===== src/rtl/rsa_job_scheduler.sv =====
// Round-robin job scheduler for the shared RSA modular-exponentiation engine.
// Holds key/modulus registers, sequences the engine and returns tagged results.
module rsa_job_scheduler #(
  parameter int WordSize      = 8,
  parameter int LoadCycles    = 2,
  parameter int TimeoutCycles = 1024
) (
  input  logic                clk,
  input  logic                reset,
  input  logic                cfg_we,
  input  logic [1:0]          cfg_sel,
  input  logic [WordSize-1:0] cfg_data,
  input  logic                enc_req,
  input  logic [WordSize-1:0] enc_text,
  output logic                enc_ack,
  input  logic                dec_req,
  input  logic [WordSize-1:0] dec_text,
  output logic                dec_ack,
  output logic                res_valid,
  output logic [WordSize-1:0] res_data,
  output logic                res_tag,
  output logic                res_err,
  input  logic                res_ready,
  output logic                busy,
  output logic                dp_reset,
  output logic                dp_load,
  output logic                dp_running,
  output logic [WordSize-1:0] dp_text,
  output logic [WordSize-1:0] dp_key,
  output logic [WordSize-1:0] dp_mod,
  input  logic [WordSize-1:0] dp_result,
  input  logic                dp_over
);

  localparam int CW = $clog2(TimeoutCycles);
  localparam logic [CW-1:0] TLAST = CW'(TimeoutCycles - 1);
  localparam logic [3:0] LLAST = 4'(LoadCycles - 1);

  typedef enum logic [2:0] {IDLE, CLEAR, LOAD, RUN, DONE} state_t;

  state_t              state_q, state_d;
  logic                rr_q, rr_d;
  logic [WordSize-1:0] mod_q, mod_d, e_q, e_d, d_q, d_d;
  logic [WordSize-1:0] jtext_q, jtext_d, jkey_q, jkey_d, jmod_q, jmod_d;
  logic                tag_q, tag_d;
  logic [3:0]          lcnt_q, lcnt_d;
  logic [CW-1:0]       tcnt_q, tcnt_d;
  logic                enc_ack_q, enc_ack_d, dec_ack_q, dec_ack_d;
  logic                res_valid_q, res_valid_d, res_tag_q, res_tag_d;
  logic                res_err_q, res_err_d, busy_q, busy_d;
  logic [WordSize-1:0] res_data_q, res_data_d;
  logic                dp_reset_q, dp_reset_d, dp_load_q, dp_load_d;
  logic                dp_running_q, dp_running_d;
  logic [WordSize-1:0] dp_text_q, dp_text_d, dp_key_q, dp_key_d;
  logic [WordSize-1:0] dp_mod_q, dp_mod_d;
  logic                pick_dec;

  always_comb begin
    state_d      = state_q;
    rr_d         = rr_q;
    mod_d        = mod_q;
    e_d          = e_q;
    d_d          = d_q;
    jtext_d      = jtext_q;
    jkey_d       = jkey_q;
    jmod_d       = jmod_q;
    tag_d        = tag_q;
    lcnt_d       = lcnt_q;
    tcnt_d       = tcnt_q;
    enc_ack_d    = 1'b0;
    dec_ack_d    = 1'b0;
    res_valid_d  = res_valid_q;
    res_data_d   = res_data_q;
    res_tag_d    = res_tag_q;
    res_err_d    = res_err_q;
    dp_reset_d   = 1'b0;
    dp_load_d    = dp_load_q;
    dp_running_d = dp_running_q;
    dp_text_d    = dp_text_q;
    dp_key_d     = dp_key_q;
    dp_mod_d     = dp_mod_q;
    // rr_q=1 favours decrypt when both channels request
    pick_dec     = dec_req && (!enc_req || rr_q);

    if (cfg_we) begin
      case (cfg_sel)
        2'd0:    mod_d = cfg_data;
        2'd1:    e_d   = cfg_data;
        2'd2:    d_d   = cfg_data;
        default: ;
      endcase
    end

    case (state_q)
      IDLE: begin
        if (!res_valid_q && (enc_req || dec_req)) begin
          if (enc_req && dec_req) rr_d = ~rr_q;
          enc_ack_d  = ~pick_dec;
          dec_ack_d  = pick_dec;
          jtext_d    = pick_dec ? dec_text : enc_text;
          jkey_d     = pick_dec ? d_q : e_q;
          jmod_d     = mod_q;
          tag_d      = pick_dec;
          dp_reset_d = 1'b1;
          state_d    = CLEAR;
        end
      end
      CLEAR: begin
        dp_load_d = 1'b1;
        dp_text_d = jtext_q;
        dp_key_d  = jkey_q;
        dp_mod_d  = jmod_q;
        lcnt_d    = 4'd0;
        state_d   = LOAD;
      end
      LOAD: begin
        if (lcnt_q == LLAST) begin
          dp_load_d    = 1'b0;
          dp_running_d = 1'b1;
          tcnt_d       = '0;
          state_d      = RUN;
        end else begin
          lcnt_d = lcnt_q + 4'd1;
        end
      end
      RUN: begin
        tcnt_d = tcnt_q + CW'(1);
        if (dp_over || tcnt_q == TLAST) begin
          res_data_d   = dp_over ? dp_result : '0;
          res_err_d    = ~dp_over;
          res_tag_d    = tag_q;
          res_valid_d  = 1'b1;
          dp_running_d = 1'b0;
          state_d      = DONE;
        end
      end
      DONE: begin
        if (res_ready) begin
          res_valid_d = 1'b0;
          state_d     = IDLE;
        end
      end
      default: state_d = IDLE;
    endcase

    busy_d = (state_d != IDLE);
  end

  always_ff @(posedge clk or posedge reset) begin
    if (reset) begin
      state_q      <= IDLE;
      rr_q         <= 1'b0;
      mod_q        <= '0;
      e_q          <= '0;
      d_q          <= '0;
      jtext_q      <= '0;
      jkey_q       <= '0;
      jmod_q       <= '0;
      tag_q        <= 1'b0;
      lcnt_q       <= '0;
      tcnt_q       <= '0;
      enc_ack_q    <= 1'b0;
      dec_ack_q    <= 1'b0;
      res_valid_q  <= 1'b0;
      res_data_q   <= '0;
      res_tag_q    <= 1'b0;
      res_err_q    <= 1'b0;
      busy_q       <= 1'b0;
      dp_reset_q   <= 1'b0;
      dp_load_q    <= 1'b0;
      dp_running_q <= 1'b0;
      dp_text_q    <= '0;
      dp_key_q     <= '0;
      dp_mod_q     <= '0;
    end else begin
      state_q      <= state_d;
      rr_q         <= rr_d;
      mod_q        <= mod_d;
      e_q          <= e_d;
      d_q          <= d_d;
      jtext_q      <= jtext_d;
      jkey_q       <= jkey_d;
      jmod_q       <= jmod_d;
      tag_q        <= tag_d;
      lcnt_q       <= lcnt_d;
      tcnt_q       <= tcnt_d;
      enc_ack_q    <= enc_ack_d;
      dec_ack_q    <= dec_ack_d;
      res_valid_q  <= res_valid_d;
      res_data_q   <= res_data_d;
      res_tag_q    <= res_tag_d;
      res_err_q    <= res_err_d;
      busy_q       <= busy_d;
      dp_reset_q   <= dp_reset_d;
      dp_load_q    <= dp_load_d;
      dp_running_q <= dp_running_d;
      dp_text_q    <= dp_text_d;
      dp_key_q     <= dp_key_d;
      dp_mod_q     <= dp_mod_d;
    end
  end

  assign enc_ack    = enc_ack_q;
  assign dec_ack    = dec_ack_q;
  assign res_valid  = res_valid_q;
  assign res_data   = res_data_q;
  assign res_tag    = res_tag_q;
  assign res_err    = res_err_q;
  assign busy       = busy_q;
  assign dp_reset   = dp_reset_q;
  assign dp_load    = dp_load_q;
  assign dp_running = dp_running_q;
  assign dp_text    = dp_text_q;
  assign dp_key     = dp_key_q;
  assign dp_mod     = dp_mod_q;

endmodule


===== config.mk =====
export PLATFORM = sky130hd
export DESIGN_NAME = rsa_job_scheduler
export DESIGN_NICKNAME = d
export VERILOG_FILES = /design/src/rtl/rsa_job_scheduler.sv
export SDC_FILE = /design/constraint.sdc
export NUM_CORES = 1
export LEC_CHECK = 0
export BUFFER_PORTS_ARGS = -buffer_cell sky130_fd_sc_hd__buf_4
export CAP_MARGIN = 30
export CORE_ASPECT_RATIO = 0.6
export CORE_MARGIN = 4
export CORE_UTILIZATION = 32
export DETAILED_ROUTE_END_ITERATION = 6
export PLACE_DENSITY = 0.51
export SLEW_MARGIN = 20
export SYNTH_ARGS = -nofsm -noshare
export SYNTH_HDL_FRONTEND = slang
export SYNTH_SLANG_ARGS = --single-unit

===== constraint.sdc =====
create_clock -name clk -period 10.2 [get_ports clk]
set_clock_uncertainty 0.1 [all_clocks]
set_input_delay 1.02 -clock clk [delete_from_list [all_inputs] [get_ports clk]]
set_output_delay 1.02 -clock clk [all_outputs]
set_load 0.05 [all_outputs]

==> results.py, run 1 <==
metrics = {
    "worst_setup_path": {
        "worst-path-buf-inv": 0,
        "worstReg2RegStart": "tcnt_q[0]",
        "cp-startpoint": "tcnt_q[0]",
        "critPathKind": "reg -> reg",
        "crit_arrival_ns": 2.40,
        "worst-path-max-fanout": 12,
        "slowest_delay_ns": 0.45,
        "path_cells": "ha_1 > and3_1 > a31oi_1 > nand2b_1 > mux2_2",
        "cp-start-kind": "flip-flop",
        "worst_setup_path_end_kind": "flip-flop",
        "worstPathRequired_ns": 10.34,
        "cpMaxStageDelayCell": "nand2b_1",
        "cp_top_family": "simple AND/OR/NAND/NOR gates",
    },
    "global_routing": {
        "grt.overflow.total": 0,
        "track_usage_pct": 12.81,
        "grt_pass1_wl_um": 15930,
        "grt_antenna_before_repair": 0,
        "grt_max_degree": 75,
        "grt_pass1_vias": 2896,
    },
    "clock_network": {
        "cts_tree": "built",
        "cts_setup_buffers": 0,
        "cts_buffer_depth": 2,
        "path_clk_slew_ns": 0.07,
        "clock-root-buffer": "clkbuf_16",
        "htree_levels": 3,
        "cts_buffers": 9,
        "clock_sinks": 108,
        "postCtsResizedCells": 0,
        "cts_hold_buf": 0,
        "clkLatencyLatePin_ns": 0.34,
    },
    "finish": {
        "final_layout_size_suffix_gt1_share_pct": 38.21,
        "area_growth_pct": 25.67,
        "nets": 463,
        "design_area_sq_um": 5488,
        "diodes": 0,
        "final_util_pct": 41.92,
    },
    "place": {
        "gp_congestion": 0.7821,
        "place_area_sq_um": 5137,
        "hpwl_um": 6554,
        "portBuffers": 81,
    },
    "min_path": {
        "hold_class": "reg -> reg",
        "worstHoldStart": "tag_q",
    },
    "yosys": {
        "syn_area_per_cell_sq_um": 13.00,
        "synthTopCellsByArea": "dfrtp_1 (62%), mux2_2 (14%), o21ai_0 (3.4%), a22oi_1 (2.8%), inv_1 (1.9%)",
        "synth_top_area_share_pct": 61.89,
        "synth_largest_area_cell": "dfrtp_1",
        "ys_types": 40,
        "netlist_area_sq_um": 4367,
        "synthCells": 336,
        "ys_ff_latch": 108,
        "synthTopCellsByCount": "dfrtp_1 (108), mux2_2 (56), o21ai_0 (30)",
        "synth_edf_count": 0,
        "synth.most_common_cell": "dfrtp_1",
        "yosysWarningCount": 0,
        "yosysSeqAreaShare_pct": 61.89,
        "synth_fp_nets": 380,
        "postSynth.topFlopCell": "dfrtp_1",
        "async_flop_share_pct": 100.0,
    },
    "timing": {
        "finalHoldViolCount": 0,
        "min_period_ns": 2.263,
        "worst_pin_slew_ns": 0.9433,
        "relSlewSlack_pct": 37.11,
        "finalSetupViolations": 0,
        "slew_viol_final": 0,
        "rsz0062_at_grt": "false",
        "max_freq_mhz": 441.9,
        "finalSetupTns_ns": 0,
        "fin_crit_sh_pct": 22.19,
    },
    "power": {
        "power_density_nw_per_um2": 322.9,
        "seq_power_share_pct": 38.9,
        "switching_share_pct": 40.19,
        "clockPowerShare_pct": 19.5,
        "power.switching_mw": 0.7122,
        "internal_power_mw": 1.060,
        "ir_drop_v": 0.0001287,
        "leakagePower_nw": 2.580,
        "pwr-share-comb_pct": 41.5,
    },
    "die": {
        "die_h_um": 98.49,
        "pin_count": 82,
        "rows": 32,
        "start_util_pct": 33.35,
        "die_area_sq_um": 15640,
        "core_area_sq_um": 13090,
        "die_x_um": 158.8,
    },
    "drt": {
        "wirelength_um": 9585,
        "vias_per_cell": 4.811,
        "ant_nets": 0,
        "drtPass1Iterations": 4,
        "drc": 0,
        "routed-via-count": 2858,
        "drt-initial-drc-count": 124,
        "routedWlPerCell_um": 16.14,
    },
    "run_status": {
        "status": "finished clean",
    },
    "run": {
        "maxCapViolCount": 0,
    },
}
state kept, by name, summed over array words and instances (netlist names), 3 cells and up:
name,count
d_q,8
dp_key,8
dp_mod,8
dp_text,8
e_q,8
jkey_q,8
jmod_q,8
jtext_q,8
lcnt_q,4
mod_q,8
res_data,8
state_q,3
tcnt_q,10
cell usage in the layout (no fill, tap or decap), types with 2 or more instances in the layout:
master / count
nand3_1: 10
a22oi_1: 16
inv_1: 21
nand4_1: 4
clkinv_4: 2
mux2_2: 56
a21o_1: 2
nor3b_2: 2
clkbuf_16: 9
a21oi_1: 2
clkbuf_1: 2
nor3_1: 2
and3_1: 5
nand2_1: 15
clkinvlp_4: 2
nand2b_1: 3
xor2_1: 2
o21ai_0: 30
a31oi_1: 3
buf_4: 83
a22o_1: 8
nor2_1: 7
nand3b_1: 6
dfrtp_1: 108
buf_16: 2
ha_1: 3
per-stage QoR:
step | cells | total power, mW | setup WS [ns] | hold WS (ns)
floorplan | 336 | 1.210 | 6.234 | 0.3453
global placement | 576 | 1.422 | 7.666 | 0.3651
detailed placement | 576 | 1.436 | 7.633 | 0.3664
CTS | 592 | 1.789 | 7.870 | 0.3844
global route | 594 | 1.881 | 7.744 | 0.4106
finish | 594 | 1.772 | 7.937 | 0.3770
worst paths after layout:
kind	end	slack, ns	cells past startpoint
max	res_tag	7.94	5
min	tag_q	0.38	1
max reg2reg	res_tag	7.94	5
min reg2reg	tag_q	0.38	1
max in group asynchronous	dp_text[0]	8.43	4
min in group asynchronous	dp_mod[4]	0.59	2
power groups by stage:
stage | Sequential [mW] | Clock, mW | Combinational, mW
after CTS | 0.692 | 0.358 | 0.739
final | 0.690 | 0.346 | 0.736
after detailed placement | 0.697 | 0 | 0.739
after global placement | 0.696 | 0 | 0.726
after global routing | 0.714 | 0.372 | 0.795
after floorplan | 0.922 | 0 | 0.288
area by class of cell:
type                    count  area (sq um)
repair buffers             85         678.2
well taps                 170         212.7
clock buffers              11         232.7
multi-input cells         193          1514
flip-flops and latches    108          2703
inverters                  22         85.08
clock inverters             5         62.56
fillers                  1245          7605
routing by layer:
layer	vias up	track usage (%)	share of wire, %	wire (um)
li1	1365	-	-	-
met1	1401	19.85	53	5124
met2	84	16.96	40	3828
met3	8	4.471	5.9	561
met4	0	3.000	0.73	70
met5	-	0	0	0
cell families after synthesis:
family / Yosys count / share of synthesized area (%)
flops: 108 / 61.89
compound gates: 68 / 10.09
simple gates: 62 / 8.252
mux: 57 / 14.70
buf+inv: 35 / 3.610
xor+xnor: 3 / 0.6018
fa+ha+maj: 3 / 0.8597
Power figures use the tool's default switching activity.
==> run 2, diff against run 1 <==
--- a/config.mk
+++ b/config.mk
@@ -5,6 +5,7 @@
 export SDC_FILE = /design/constraint.sdc
 export NUM_CORES = 1
 export LEC_CHECK = 0
+export ABC_AREA = 1
 export BUFFER_PORTS_ARGS = -buffer_cell sky130_fd_sc_hd__buf_4
 export CAP_MARGIN = 30
 export CORE_ASPECT_RATIO = 0.6
==> constraint.sdc (replaced) <==
create_clock -name clk -period 2.1 [get_ports clk]
set_clock_uncertainty 0.1 [all_clocks]
set_input_delay 0.21 -clock clk [delete_from_list [all_inputs] [get_ports clk]]
set_output_delay 0.21 -clock clk [all_outputs]
set_load 0.05 [all_outputs]
==> run 2 against run 1 <==
Cell count up 25%. Sequential share of layout area decreased by 2.6 points. Design area increased by 5.5%. Global-route usage is 0.46 points higher. Combinational power increased to 4.6 times the previous value. Via count increased by 19%. First-iteration DRC count up 85%.
==> results.py, run 2 <==
metrics = {
    "yosys": {
        "synth_compound_area_share_pct": 7.872,
        "synth_largest_area_cell": "dfrtp_1",
        "ys_ff_latch": 108,
        "synth_edf_count": 0,
        "synthTopCellsByArea": "dfrtp_1 (61%), nand2_1 (12%), o21ai_0 (5.1%), nand3_1 (3.4%), inv_1 (3.0%)",
        "ys_types": 33,
        "synth.most_common_cell": "nand2_1",
        "async_flop_share_pct": 100.0,
        "synth_adder_area_share_pct": 0.8434,
        "postSynth.topFlopCell": "dfrtp_1",
        "synth_fp_nets": 502,
        "synthTopCellsByCount": "nand2_1 (144), dfrtp_1 (108), o21ai_0 (45)",
        "netlist_area_sq_um": 4451,
        "syn_area_per_cell_sq_um": 9.717,
        "yosysSeqAreaShare_pct": 60.73,
        "yosysWarningCount": 0,
        "yosys.area_share.xor_xnor_pct": 0.3936,
        "synth_top_family_by_area": "simple AND/OR/NAND/NOR gates",
        "synth_top_area_share_pct": 60.73,
        "synthCells": 458,
        "synthMuxAreaShare_pct": 4.048,
        "synthSimpleGateAreaFrac_pct": 20.80,
    },
    "drt": {
        "wirelength_um": 9910,
        "drc": 0,
        "drt-initial-drc-count": 229,
        "routed-via-count": 3395,
        "drtPass1Iterations": 4,
        "vias_per_cell": 4.557,
        "routedWlPerCell_um": 13.30,
        "ant_nets": 0,
    },
    "clock_network": {
        "clock_sinks": 108,
        "cts_buffers": 9,
        "htree_levels": 3,
        "postCtsResizedCells": 0,
        "clkLatencyLatePin_ns": 0.35,
        "cts_buffer_depth": 2,
        "cts_hold_buf": 25,
        "cts_setup_buffers": 0,
        "cts_tree": "built",
        "path_clk_slew_ns": 0.07,
        "clock-root-buffer": "clkbuf_16",
    },
    "finish": {
        "area_growth_pct": 30.08,
        "regMostFlops": "tcnt_q",
        "largest_register_ffs": 10,
        "n_fill_cell": 1353,
        "final_cell_mix": "nand2_1 (144), dfrtp_1 (108), buf_4 (82)",
        "nets": 609,
        "design_area_sq_um": 5789,
        "diodes": 0,
        "final_util_pct": 42.49,
        "layout_commonest_cell": "nand2_1",
        "final_layout_size_suffix_gt1_share_pct": 23.16,
    },
    "die": {
        "pin_count": 82,
        "die_h_um": 99.35,
        "die_x_um": 160.3,
        "start_util_pct": 32.66,
        "core_area_sq_um": 13630,
        "rows": 33,
        "die_area_sq_um": 15920,
    },
    "worst_setup_path": {
        "worstRegToRegCells": 8,
        "critPathKind": "reg -> reg",
        "crit_arrival_ns": 1.83,
        "cp-start-kind": "flip-flop",
        "worst-path-max-fanout": 13,
        "worst_setup_path_end_kind": "flip-flop",
        "worstPathRequired_ns": 2.22,
    },
    "timing": {
        "rsz0062_at_grt": "false",
        "min_period_ns": 1.707,
        "slew_viol_final": 0,
        "max_freq_mhz": 585.8,
        "finalSetupViolations": 0,
        "finalHoldViolCount": 0,
        "fin_crit_sh_pct": 81.29,
        "setup_ws_ns": 0.3930,
        "finalSetupTns_ns": 0,
        "worst_pin_slew_ns": 0.5820,
        "relSlewSlack_pct": 61.09,
    },
    "global_routing": {
        "grt_max_degree": 109,
        "track_usage_pct": 13.27,
        "grt_pass1_vias": 3408,
        "grt_antenna_before_repair": 0,
        "grt_pass1_wl_um": 16970,
        "grt.overflow.total": 0,
    },
    "power": {
        "leakagePower_nw": 2.881,
        "ir_drop_v": 0.0005810,
        "power_density_nw_per_um2": 1444,
    },
    "place": {
        "place_area_sq_um": 5230,
        "portBuffers": 81,
        "hpwl_um": 6696,
        "gp_congestion": 0.7642,
        "dpl_worst_slack_ns": 0.3919,
    },
    "run": {
        "maxCapViolCount": 0,
    },
    "run_status": {
        "status": "finished clean",
    },
    "min_path": {
        "hold_class": "in -> reg",
        "worstHoldPathCells": 4,
    },
}
run 2: cell families after synthesis:
kind of cell	count (synthesis)
AOI/OAI and AO/OA	66
xor gates and xnor gates	2
adders and majority gates	3
buffers and inverters	53
DFF	108
muxes	16
and+or+nand+nor	210
run 2: report_power, final:
part,switching [mW],internal [mW],total (mW)
sequential,0.423,2.81,3.24
combinational,2.29,1.09,3.37
clock,0.782,0.971,1.75
total,3.49,4.87,8.36
run 2: final timing paths:
check | from | end | slack, ns
max reg2reg | tcnt_q[0] | res_tag | 0.39
max | tcnt_q[0] | res_tag | 0.39
max in group asynchronous | reset | tag_q | 0.98
min reg2reg | res_data[1] | res_data[1] | 0.38
min in group asynchronous | reset | mod_q[5] | 0.49
min | res_ready | res_valid | 0.05
run 2: routing by layer:
metal	vias to the layer above	track usage, %	share of wire [%]
li1	1677	-	-
met1	1643	19.60	51
met2	65	19.19	43
met3	10	3.810	4.8
met4	0	3.371	1.1
met5	-	0	0
run 2: cell type report:
type                            count  area (sq um)  area share, %
Sequential cell                   108          2703          46.68
Clock inverter                      6         70.07          1.210
Tap cell                          175         219.0          3.782
Inverter                           41         161.4          2.788
Multi-Input combinational cell    297          1511          26.11
Clock buffer                       10         239.0          4.128
Timing Repair Buffer              108         885.9          15.30
run 2: worst max-delay path: stages (launching register included):
cell	delay, ns
dfrtp_1	0.48
ha_1	0.21
nand2_1	0.09
nor2_2	0.13
nand3_1	0.12
nand2_1	0.11
nand2_2	0.17
nand2_1	0.09
o21ai_0	0.08
run 2: per-stage QoR:
stage	std cells	power (mW)	hold WS (ns)
after global placement	704	6.593	0.3172
final	745	8.361	0.04817
after floorplan	458	5.627	0.2241
after global routing	745	8.913	0.06363
after detailed placement	704	6.656	0.3198
after CTS	745	8.486	0.04023
==> run 3, diff against run 2 <==
==> constraint.sdc (replaced) <==
create_clock -name clk -period 1.7 [get_ports clk]
set_clock_uncertainty 0.1 [all_clocks]
set_input_delay 0.17 -clock clk [delete_from_list [all_inputs] [get_ports clk]]
set_output_delay 0.17 -clock clk [all_outputs]
set_load 0.05 [all_outputs]
==> run 3 against run 2 <==
Count of clock-buffer cells in the layout rose by 2. Wire length up 2.3%. Setup slack got worse by 0.28 ns. Worst hold slack worse by 0.023 ns. Non-clock buffer count rose by 4. Clock power grew 27%. Critical endpoint is now jkey_q[0]. Largest cell class unchanged. Largest power group unchanged. Highest routed layer unchanged.
==> results.py, run 3 (synthesis results as in run 2) <==
metrics = {
    "power": {
        "power_density_nw_per_um2": 1795,
        "leakagePower_nw": 2.897,
        "power_mw": 10.47,
        "ir_drop_v": 0.0008623,
    },
    "drt": {
        "routedWlPerCell_um": 13.54,
        "wirelength_um": 10140,
        "drt-initial-drc-count": 176,
        "drtPass1Iterations": 4,
        "ant_nets": 0,
        "drc": 0,
        "routed-via-count": 3387,
        "vias_per_cell": 4.522,
    },
    "worst_setup_path": {
        "worst-path-max-fanout": 17,
        "worstPathRequired_ns": 1.87,
        "cpMaxStageDelayCell": "dfrtp_1",
        "path_cells": "nor2_4 > nand2_2 > nor2_4 > inv_4 > nor2_8 > nand2_1 > nand3_1",
        "slowest_delay_ns": 0.46,
        "crit_arrival_ns": 1.76,
        "worst_setup_path_end_kind": "flip-flop",
        "path_common_cell": "nor2_4",
        "critPathKind": "reg -> reg",
        "cp-start-kind": "flip-flop",
    },
    "finish": {
        "design_area_sq_um": 5833,
        "largest_register_ffs": 10,
        "final_layout_size_suffix_gt1_share_pct": 23.52,
        "area_growth_pct": 31.07,
        "final_cell_mix": "nand2_1 (144), dfrtp_1 (108), buf_4 (86)",
        "n_fill_cell": 1322,
        "fin_cells": 749,
        "diodes": 0,
        "register_area_sq_um": 2703,
        "nets": 613,
        "layout_commonest_cell": "nand2_1",
        "regMostFlops": "tcnt_q",
        "multi_input_area_sq_um": 1514,
    },
    "timing": {
        "max_freq_mhz": 630.2,
        "min_period_ns": 1.587,
        "finalHoldViolCount": 0,
        "finalSetupTns_ns": 0,
        "rsz0062_at_grt": "false",
        "worst_pin_slew_ns": 0.5939,
        "finalSetupViolations": 0,
        "fin_crit_sh_pct": 93.34,
        "setup_ws_ns": 0.1131,
        "slew_viol_final": 0,
        "relSlewSlack_pct": 60.30,
    },
    "die": {
        "pin_count": 82,
        "die_x_um": 160.3,
        "die_area_sq_um": 15920,
        "rows": 33,
        "start_util_pct": 32.66,
        "die_h_um": 99.35,
        "core_area_sq_um": 13630,
    },
    "place": {
        "dp.cells": 708,
        "dpl_worst_slack_ns": 0.07327,
        "place_area_sq_um": 5260,
        "portBuffers": 81,
        "gp_congestion": 0.7819,
        "hpwl_um": 6944,
    },
    "global_routing": {
        "track_usage_pct": 13.24,
        "grt.overflow.total": 0,
        "grt_pass1_wl_um": 17150,
        "grt_max_degree": 109,
        "grt_pass1_vias": 3418,
        "grt_antenna_before_repair": 0,
    },
    "run": {
        "maxCapViolCount": 0,
    },
    "min_path": {
        "hold_class": "in -> reg",
    },
    "clock_network": {
        "htree_levels": 3,
        "clkLatencyLatePin_ns": 0.34,
        "cts_buffer_depth": 2,
        "path_clk_slew_ns": 0.07,
        "cts_setup_buffers": 0,
        "clock-root-buffer": "clkbuf_16",
        "clock_sinks": 108,
        "cts_tree": "built",
        "cts_buffers": 9,
    },
    "run_status": {
        "status": "finished clean",
    },
}
==> run 3: cell count changes in the layout (fill, tap and decap cells not counted) <==
cell and delta:
buf_4 +4, bufinv_16 +1, clkbuf_1 +2, clkinv_2 +1
clkinv_4 -1, clkinvlp_4 +1, inv_2 -1, inv_6 -3
nor2_1 -1, nor2_2 +1
==> run 3: critical path, delay by kind of cell (launching register included) <==
family	cells	cell delay, ns
flops	1	0.46
simple gates	6	0.87
buf+inv	1	0.08
==> run 3: cell type report <==
class	count	area share (%)
clock buffers	12	4.226
clock inverters	4	1.244
well taps	175	3.754
multi-input cells	297	25.95
flip-flops and latches	108	46.33
repair buffers	112	15.70
inverters	41	2.789
==> run 3: timing repair <==
action,CTS,global route
gates resized for setup,0,2
endpoints found under the hold margin,124,0
hold buffers,25,0
setup endpoints to repair,0,3
==> run 3: per-layer routing <==
layer	part of all wire (%)	vias to the layer above	track usage, %
li1	-	1684	-
met1	54	1622	19.65
met2	41	74	19.19
met3	4.3	7	3.892
met4	0.83	0	2.974
met5	0	-	0
==> run 3: per-stage QoR <==
stage	utilization (%)	hold WS, ns
final	42.81	0.02531
after global routing	42.81	0.04513
after CTS	42.78	0.01754
after detailed placement	38.60	0.2770
after global placement	38.60	0.2773
after floorplan	-	0.1841
==> run 3: report_power, final <==
group	leakage [nW]	total, mW	internal (mW)	switching, mW
registers	1.37	3.98	3.48	0.502
clock network	0.153	2.23	1.33	0.901
logic	1.37	4.26	1.38	2.88
==> run 3: path summary, 6_finish.rpt <==
kind	from	endpoint	slack, ns	cells past startpoint
min	res_ready	res_valid	0.03	4
min reg2reg	e_q[3]	jkey_q[3]	0.38	2
max reg2reg	state_q[0]	jkey_q[0]	0.11	7
max	state_q[0]	jkey_q[0]	0.11	7
max in group asynchronous	reset	rr_q	0.62	4
min in group asynchronous	reset	dp_mod[0]	0.48	4
